==> src/rtl/fetch_sequencer.sv <==
// fetch_sequencer: multi-cycle sequencer in front of the control unit.
// Owns PC, IR and MDR, drives the single-port unified memory for instruction fetch and LD/ST,
// exposes IR fields to the control unit and turns its level decode outputs into single-cycle
// strobes for the regfile, memory and PC.
//
// Ports:
//   clk, rst_n                      clock (rising edge), asynchronous active-low reset
//   mem_req/mem_we/mem_addr         memory request, write qualifier, word address
//   mem_rdata/mem_ready             read data and access-complete handshake
//   opcode/rd/rs/rt/imm9            IR fields for the control unit
//   cu_*                            control unit decode levels
//   alu_zero/alu_result             BEQZ condition and LD/ST effective address
//   reg_we                          one-cycle regfile write strobe
//   wb_mem_data                     MDR contents for mem-to-reg writeback
//   pc, halted, err_timeout         current PC, sticky halt, sticky memory-timeout fault
//
// Optional feature macro SEQ_PERF_CNT_EN adds cycle_cnt/instr_cnt performance counters.
module fetch_sequencer #(
  parameter int unsigned       ADDR_W         = 16,
  parameter int unsigned       DATA_W         = 16,
  parameter logic [ADDR_W-1:0] RESET_PC       = '0,
  parameter int unsigned       TIMEOUT_CYCLES = 255
) (
  input  logic              clk,
  input  logic              rst_n,
  output logic              mem_req,
  output logic              mem_we,
  output logic [ADDR_W-1:0] mem_addr,
  input  logic [DATA_W-1:0] mem_rdata,
  input  logic              mem_ready,
  output logic [3:0]        opcode,
  output logic [2:0]        rd,
  output logic [2:0]        rs,
  output logic [2:0]        rt,
  output logic [8:0]        imm9,
  input  logic              cu_reg_we,
  input  logic              cu_mem_we,
  input  logic              cu_mem_sel,
  input  logic              cu_jump,
  input  logic              cu_branch,
  input  logic              cu_halt,
  input  logic              alu_zero,
  input  logic [ADDR_W-1:0] alu_result,
  output logic              reg_we,
  output logic [DATA_W-1:0] wb_mem_data,
  output logic [ADDR_W-1:0] pc,
  output logic              halted,
  output logic              err_timeout
`ifdef SEQ_PERF_CNT_EN
  ,
  output logic [31:0]       cycle_cnt,
  output logic [31:0]       instr_cnt
`endif
);

  typedef enum logic [2:0] {StFetch, StDecode, StExec, StMem, StWb, StHalt} state_e;

  localparam int unsigned     TmoW    = (TIMEOUT_CYCLES > 1) ? $clog2(TIMEOUT_CYCLES) : 1;
  localparam logic [TmoW-1:0] TmoLast = TmoW'(TIMEOUT_CYCLES - 1);

  state_e            state_q, state_d;
  logic [ADDR_W-1:0] pc_q, pc_d;
  logic [DATA_W-1:0] ir_q, ir_d;
  logic [DATA_W-1:0] mdr_q, mdr_d;
  logic [TmoW-1:0]   tmo_q, tmo_d;
  logic              err_q, err_d;
  // Low for the first cycle after reset so mem_req only rises once reset is released.
  logic              run_q;

  logic [ADDR_W-1:0] pc_inc, imm_zext, imm_sext;

  assign pc_inc   = pc_q + ADDR_W'(1);
  assign imm_zext = {{(ADDR_W - 9){1'b0}}, ir_q[8:0]};
  assign imm_sext = {{(ADDR_W - 9){ir_q[8]}}, ir_q[8:0]};

  always_comb begin
    state_d  = state_q;
    pc_d     = pc_q;
    ir_d     = ir_q;
    mdr_d    = mdr_q;
    tmo_d    = tmo_q;
    err_d    = err_q;
    mem_req  = 1'b0;
    mem_we   = 1'b0;
    mem_addr = '0;
    reg_we   = 1'b0;

    unique case (state_q)
      StFetch: begin
        mem_req  = run_q;
        mem_addr = pc_q;
        if (run_q && mem_ready) begin
          ir_d    = mem_rdata;
          pc_d    = pc_inc;
          state_d = StDecode;
        end
      end
      StDecode: begin
        state_d = cu_halt ? StHalt : StExec;
      end
      StExec: begin
        tmo_d = '0;
        if (cu_mem_sel) begin
          state_d = StMem;
        end else begin
          reg_we  = cu_reg_we;
          state_d = StFetch;
          // Jump has priority over branch; pc already points past the branch.
          if (cu_jump) begin
            pc_d = imm_zext;
          end else if (cu_branch && alu_zero) begin
            pc_d = pc_q + imm_sext;
          end
        end
      end
      StMem: begin
        mem_req  = 1'b1;
        mem_addr = alu_result;
        mem_we   = cu_mem_we;
        if (mem_ready) begin
          mdr_d   = mem_rdata;
          tmo_d   = '0;
          state_d = cu_mem_we ? StFetch : StWb;
        end
      end
      StWb: begin
        reg_we  = cu_reg_we;
        tmo_d   = '0;
        state_d = StFetch;
      end
      StHalt: begin
        state_d = StHalt;
      end
      default: begin
        state_d = StHalt;
      end
    endcase

    // Memory stall watchdog: counts only cycles where a request is outstanding.
    if (mem_req && !mem_ready) begin
      if (tmo_q == TmoLast) begin
        state_d = StHalt;
        err_d   = 1'b1;
      end else begin
        tmo_d = tmo_q + TmoW'(1);
      end
    end
  end

  always_ff @(posedge clk or negedge rst_n) begin
    if (!rst_n) begin
      state_q <= StFetch;
      pc_q    <= RESET_PC;
      ir_q    <= '0;
      mdr_q   <= '0;
      tmo_q   <= '0;
      err_q   <= 1'b0;
      run_q   <= 1'b0;
    end else begin
      state_q <= state_d;
      pc_q    <= pc_d;
      ir_q    <= ir_d;
      mdr_q   <= mdr_d;
      tmo_q   <= tmo_d;
      err_q   <= err_d;
      run_q   <= 1'b1;
    end
  end

  assign opcode      = ir_q[15:12];
  assign rd          = ir_q[11:9];
  assign rs          = ir_q[8:6];
  assign rt          = ir_q[5:3];
  assign imm9        = ir_q[8:0];
  assign wb_mem_data = mdr_q;
  assign pc          = pc_q;
  assign halted      = (state_q == StHalt);
  assign err_timeout = err_q;

`ifdef SEQ_PERF_CNT_EN
  logic [31:0] cycle_cnt_q, instr_cnt_q;
  logic        ret_fetch;

  assign ret_fetch = (state_d == StFetch) && (state_q != StFetch);

  always_ff @(posedge clk or negedge rst_n) begin
    if (!rst_n) begin
      cycle_cnt_q <= '0;
      instr_cnt_q <= '0;
    end else begin
      if (state_q != StHalt) cycle_cnt_q <= cycle_cnt_q + 32'd1;
      if (ret_fetch)         instr_cnt_q <= instr_cnt_q + 32'd1;
    end
  end

  assign cycle_cnt = cycle_cnt_q;
  assign instr_cnt = instr_cnt_q;
`endif

endmodule

==> config.mk <==
export PLATFORM = sky130hd
export DESIGN_NAME = fetch_sequencer
export DESIGN_NICKNAME = d
export VERILOG_FILES = /design/src/rtl/fetch_sequencer.sv
export SDC_FILE = /design/constraint.sdc
export NUM_CORES = 1
export LEC_CHECK = 0
export ABC_AREA = 1
export CAP_MARGIN = 20
export CORE_UTILIZATION = 45
export DETAILED_ROUTE_END_ITERATION = 7
export PLACE_DENSITY = 0.78
export SKIP_CTS_REPAIR_TIMING = 1
export SLEW_MARGIN = 15
export SYNTH_ARGS = -nofsm -noshare
export SYNTH_HDL_FRONTEND = slang
export SYNTH_SLANG_ARGS = --single-unit
==> constraint.sdc <==
create_clock -name clk -period 1.6 [get_ports clk]
set_input_delay 0.4 -clock clk [delete_from_list [all_inputs] [get_ports clk]]
set_output_delay 0.4 -clock clk [all_outputs]
set_load 0.005 [all_outputs]
After elaboration in Yosys (flattened, before gate mapping)
Index checks and enable logic that the tools add are counted.
Storage, ports and cells
  register bits: 61
  bits of input ports: 42
  output and inout port bits: 75
  word-level logic and storage cells: 52
Operators by class
  add/subtract/negate cells: 3
  equality and inequality tests: 9
  multiplexer cells: 22
  reduce and logical (&&, ||, !) cells: 11
Operators by type and width (count)
  $mux W16: 4
  $pmux W16 S2: 2
  $mux W8: 3
  $mux W3: 6
  $add A16 B1 Y16 const B: 1
  $add A16 B16 Y16: 1
  $pmux W8 S2: 1
  $pmux W3 S5: 1
  $add A8 B1 Y8 const B: 1
  $eq A8 B8 Y1 const B: 1
  $eq A3 B2 Y1 const B: 2
  $eq A3 B3 Y1 const B: 2
  $reduce_and A2 Y1: 3
  $ne A2 B2 Y1 const B: 2
  $pmux W1 S2: 2
  $reduce_and A4 Y1: 1
  $eq A3 B1 Y1 const B: 1
  $logic_and A1 B1 Y1: 3
  $logic_not A3 Y1: 1
  $ne A3 B3 Y1 const B: 1
  $mux W1: 2
  $mux W2: 1
  $reduce_bool A2 Y1: 1
  $reduce_or A2 Y1: 1
  $logic_not A1 Y1: 1

Logic depth before layout (Yosys ltp)
  word-level depth: 5
  gate-level depth with buffers: 12
  gate-level depth less buffers: 12

Least setup slack after synthesis
Ideal clock, no wire load.
  path type: reg2reg
  from: reg pc_q[0], in the netlist pc[0]
  to: reg pc_q[2], in the netlist pc[2]
  library setup time: 0.125 ns
  arrival: 1.593 ns
  required time: 1.475 ns
  setup slack: -0.119 ns
  stages on the path, launching flop included: 8
  buffers on the path: 0
  period minus slack after synthesis: 1.719 ns
  cell sequence: dfrtp_1 > ha_1 > fa_1 > or2_2 > a21oi_1 > nor2_1 > a21oi_1 > o22ai_1
Between the ends
  cells in the longest elaborated chain, start to end: 5
  elaborated cells between the ends (all ways): 7
  classes of those cells: add/sub (2); mux (5)
Ends and longest elaborated chain
  start, declared: RTL line 62  | logic [ADDR_W-1:0] pc_q, pc_d;
  start signal, assigned: RTL line 161  | pc_q <= pc_d;
  $add A16 B16 Y16: RTL line 112  | pc_d = pc_q + imm_sext;
  $mux W16: RTL line 111  | end else if (cu_branch && alu_zero) begin
  $mux W16: RTL line 109  | if (cu_jump) begin
  $mux W16: RTL line 103  | if (cu_mem_sel) begin
  $pmux W16 S2 *: RTL line 88  | unique case (state_q)
Mark *: on every way between the ends. The rest lies on a longest branch, timed or not. The select of a mux whose other input is x is not followed.
A chain may end at the register's enable or synchronous reset.

Final worst setup path
  from: reg state_q[1]
  to: out mem_req
Between the ends
  cells in the longest elaborated chain, start to end: 2
  elaborated cells between the ends (all ways): 3
  classes of those cells: eq/ne (1); mux (1); reduce/logical (1)
Ends and longest elaborated chain
  start, declared: RTL line 61  | state_e state_q, state_d;
  start signal, assigned: RTL line 152  | state_q <= StFetch;
  start signal, assigned: RTL line 160  | state_q <= state_d;
  $eq A3 B2 Y1 / $logic_not A3 Y1 (equally long branches): RTL line 88
  $pmux W1 S2 *: RTL line 88
  end, declared: RTL line 26  | output logic mem_req,
Mark *: on every way between the ends. The rest lies on a longest branch, timed or not.

==> summary.md <==
| Metric | Value |
|---|---|
| Status | `finished, violations left` |
| Violated checks | `hold timing, setup timing` |
| DR pass1 iterations | `6` |
| Share of cells above drive strength 1 | `40.45%` |
| Chip Width | `100.5 um` |
| Synthesized area | `0.004367 sq mm` |
| Sequential cell area | `0.001541 sq mm` |
| DR DRC count | `0` |
| Overflow after GRT | `0` |
| Syn-to-layout area delta | `84.67%` |
| R2R Setup Slk | `-400 ps` |
| Post-synth cell types | `38` |
| Wire per inst | `18.96 um` |
| Antenna violations before repair | `0` |
| Die height | `100.5 um` |
| Max Clk Rate | `497.8 MHz` |
| Final WL | `20.02 mm` |
| Setup TNS | `-14340 ps` |
| Gate power share | `75.4%` |
| GRT Total Usage | `28.27%` |
| Clock tree sinks | `61` |
| Reg-to-Reg End | `pc[2]` |
| Max Cap Violations | `0` |
| Setup crit end kind | `output port` |
| Final Slew Violations | `0` |
| Arrival @ worst endpoint | `1610 ps` |
| Vias per inst | `5.607` |
| DP Wirelength | `10.75 mm` |
| Initial drt markers | `436` |
| Worst ir drop on vdd | `0.0009897 V` |
| Rows | `35` |
| Reg2Reg Depth | `8` |
| Clock buffer depth | `2` |
| CP bufs+invs | `3` |
| Sw power | `8.131 mW` |
| Worst-path maximum fanout | `6` |
| Largest net degree at the start of global routing | `33` |
| Setup ws final | `-408.7 ps` |
| Synthesized area per cell | `6.708 sq um` |
| Seq pwr share | `15.6%` |
| Reg-to-reg startpoint | `pc[0]` |
| Port bufs | `116` |
| Slowest-stage cell, CP | `dfrtp_2` |
| Number of global-route vias before repair | `4736` |
| Net Sw Frac | `46.11%` |
| Worst hold-check slack | `-7.186 ps` |
| Antenna Cells | `0` |
| First-pass GRT wire length | `22.22 mm` |
| TritonCTS clock tree | `built` |
| FF+latch count, synth | `61` |
| Most frequent cells in the layout | `nand2_1, buf_4, inv_1` |
| # fillers | `458` |
| Largest delay share family, worst path | `flip-flops` |
| Htree depth | `3` |
| Synth Instances | `651` |
| Fin crit period | `2009 ps` |
| Clk_lat worst skew | `350 ps` |
| Cell internal pwr | `9.504 mW` |
| TritonCTS buffer count | `9` |
| Hold Crit Class | `in2async` |
| Clock share of power | `9.0%` |
| Final hold violation count | `14` |
| DR vias | `5921` |
| Placer Congestion | `0.9100` |
| RSZ-0062 raised after global routing | `yes` |
| Critical Path Most Common Cell | `buf_6` |
| Clk_skew | `9.369 ps` |
| Req. time, crit path | `1200 ps` |
| Area of the core | `0.009328 sq mm` |
| Multi-input gate area in the final layout | `0.003078 sq mm` |
| # IOs | `117` |
| Part of the cycle the worst path needs | `125.5%` |
| Post-layout util | `86.45%` |
| Crit-path cells | `nor2_4, buf_6, nand2_8, buf_6, o21ai_4, buf_2` |
| Nets | `983` |
| Initial core utilization | `46.81%` |
| Yosys warns | `0` |
| DIE AREA | `0.01010 sq mm` |
| Power Density | `2187 mW/mm^2` |
| Final ANT Viol Nets | `0` |
| Reg clk slew, reported paths | `80 ps` |
| Register area share after synthesis | `34.96%` |
| CP startpoint kind | `flip-flop` |
| Commonest non-fill, non-tap cell in the layout | `nand2_1` |
| Slowest cell delay on critical path | `440 ps` |
| Root buffer cell | `clkbuf_8` |
| WS Path Type | `reg2out` |
| Endpoints failing setup | `67` |
| Synthesized Nets | `712` |
| Leakage Power | `4.428 nW` |
[Yosys cell counts (all sizes together)]
library cell	number	area, sq um
nand2	194	745.7
inv	104	390.4
o21ai	72	375.4
nor2	64	290.3
dfrtp	61	1526
nand3	43	220.2
a21oi	39	195.2
ha	18	225.2
buf	12	92.59
clkbuf	8	30.03
nor3	8	50.05
nand4	4	25.02
or2	4	25.02
xor2	4	35.03
nand3b	3	22.52
o211ai	3	22.52
o21a	2	15.01
a21boi	1	7.510
a22oi	1	7.510
a31oi	1	21.27
and2	1	6.260
conb	1	3.750
fa	1	20.02
nor3b	1	7.510
o22ai	1	6.260
[layer usage]
metal,global-route usage [%],vias up,routed length (um)
li1,-,2606,-
met3,5.132,139,1743
met2,49.26,436,9737
met5,0,-,0
met1,35.60,2740,7172
met4,8.807,0,1366
[flip-flops by register name, indices dropped and copies added (netlist names)]
register     flops
ir_q            16
wb_mem_data     16
tmo_q            8
pc              16
run_q            1
state_q          3
err_timeout      1
[metrics by stage]
stage / hold slack, ps / setup WS (ps) / instance area, sq um / std cells / power [mW]
6_report: -7.186 / -408.7 / 8064 / 1056 / 17.63
3_3_place_gp: 364.7 / -393.8 / 6336 / 969 / 11.48
3_5_place_dp: 373.5 / -439.3 / 6336 / 969 / 11.76
2_1_floorplan: 104.4 / -60.62 / 4393 / 651 / 7.185
4_1_cts: 4.843 / -720.5 / 6550 / 985 / 13.40
5_1_grt: 8.547 / -427.3 / 8064 / 1056 / 18.62
[logic make-up (layout without fill, tap and decap cells)]
logic type | after synthesis | in the layout | share of synthesized area, %
other | 1 | 1 | 0.08588
adders and majority gates | 19 | 19 | 5.616
buffers and inverters | 124 | 398 | 11.75
AOI/OAI and AO/OA | 120 | 120 | 14.90
DFF | 61 | 61 | 34.96
xor gates and xnor gates | 4 | 4 | 0.8022
and+or+nand+nor | 322 | 324 | 31.89
[layout make-up]
| class | instances | area share (%) |
|---|---|---|
| repair inverters | 2 | 0.2638 |
| multi-input cells | 468 | 38.17 |
| repair buffers | 276 | 32.71 |
| well taps | 129 | 2.002 |
| inverters | 104 | 5.089 |
| clock inverters | 6 | 1.071 |
| flip-flops and latches | 61 | 19.12 |
| clock buffers | 10 | 1.583 |
[how the worst max path moves through the flow]
stage	start	to	slack [ps]	cells after the start
3_5_place_dp	cu_mem_sel	reg_we	-440	5
4_1_cts	state_q[1]	mem_addr[4]	-720	5
2_1_floorplan	pc[0]	pc[14]	-60	11
3_3_place_gp	cu_mem_sel	reg_we	-390	5
6_report	state_q[1]	mem_req	-410	6
5_1_grt	pc[0]	pc[2]	-430	8
[power by group through the flow]
stage | Sequential (mW) | Combinational [mW] | Clock, mW
4_1_cts | 2.69 | 9.14 | 1.56
3_5_place_dp | 2.70 | 9.06 | 0
6_report | 2.75 | 13.3 | 1.58
5_1_grt | 2.79 | 14.2 | 1.65
2_1_floorplan | 2.81 | 4.38 | 0
3_3_place_gp | 2.67 | 8.81 | 0
Power figures use the tool's default switching activity.
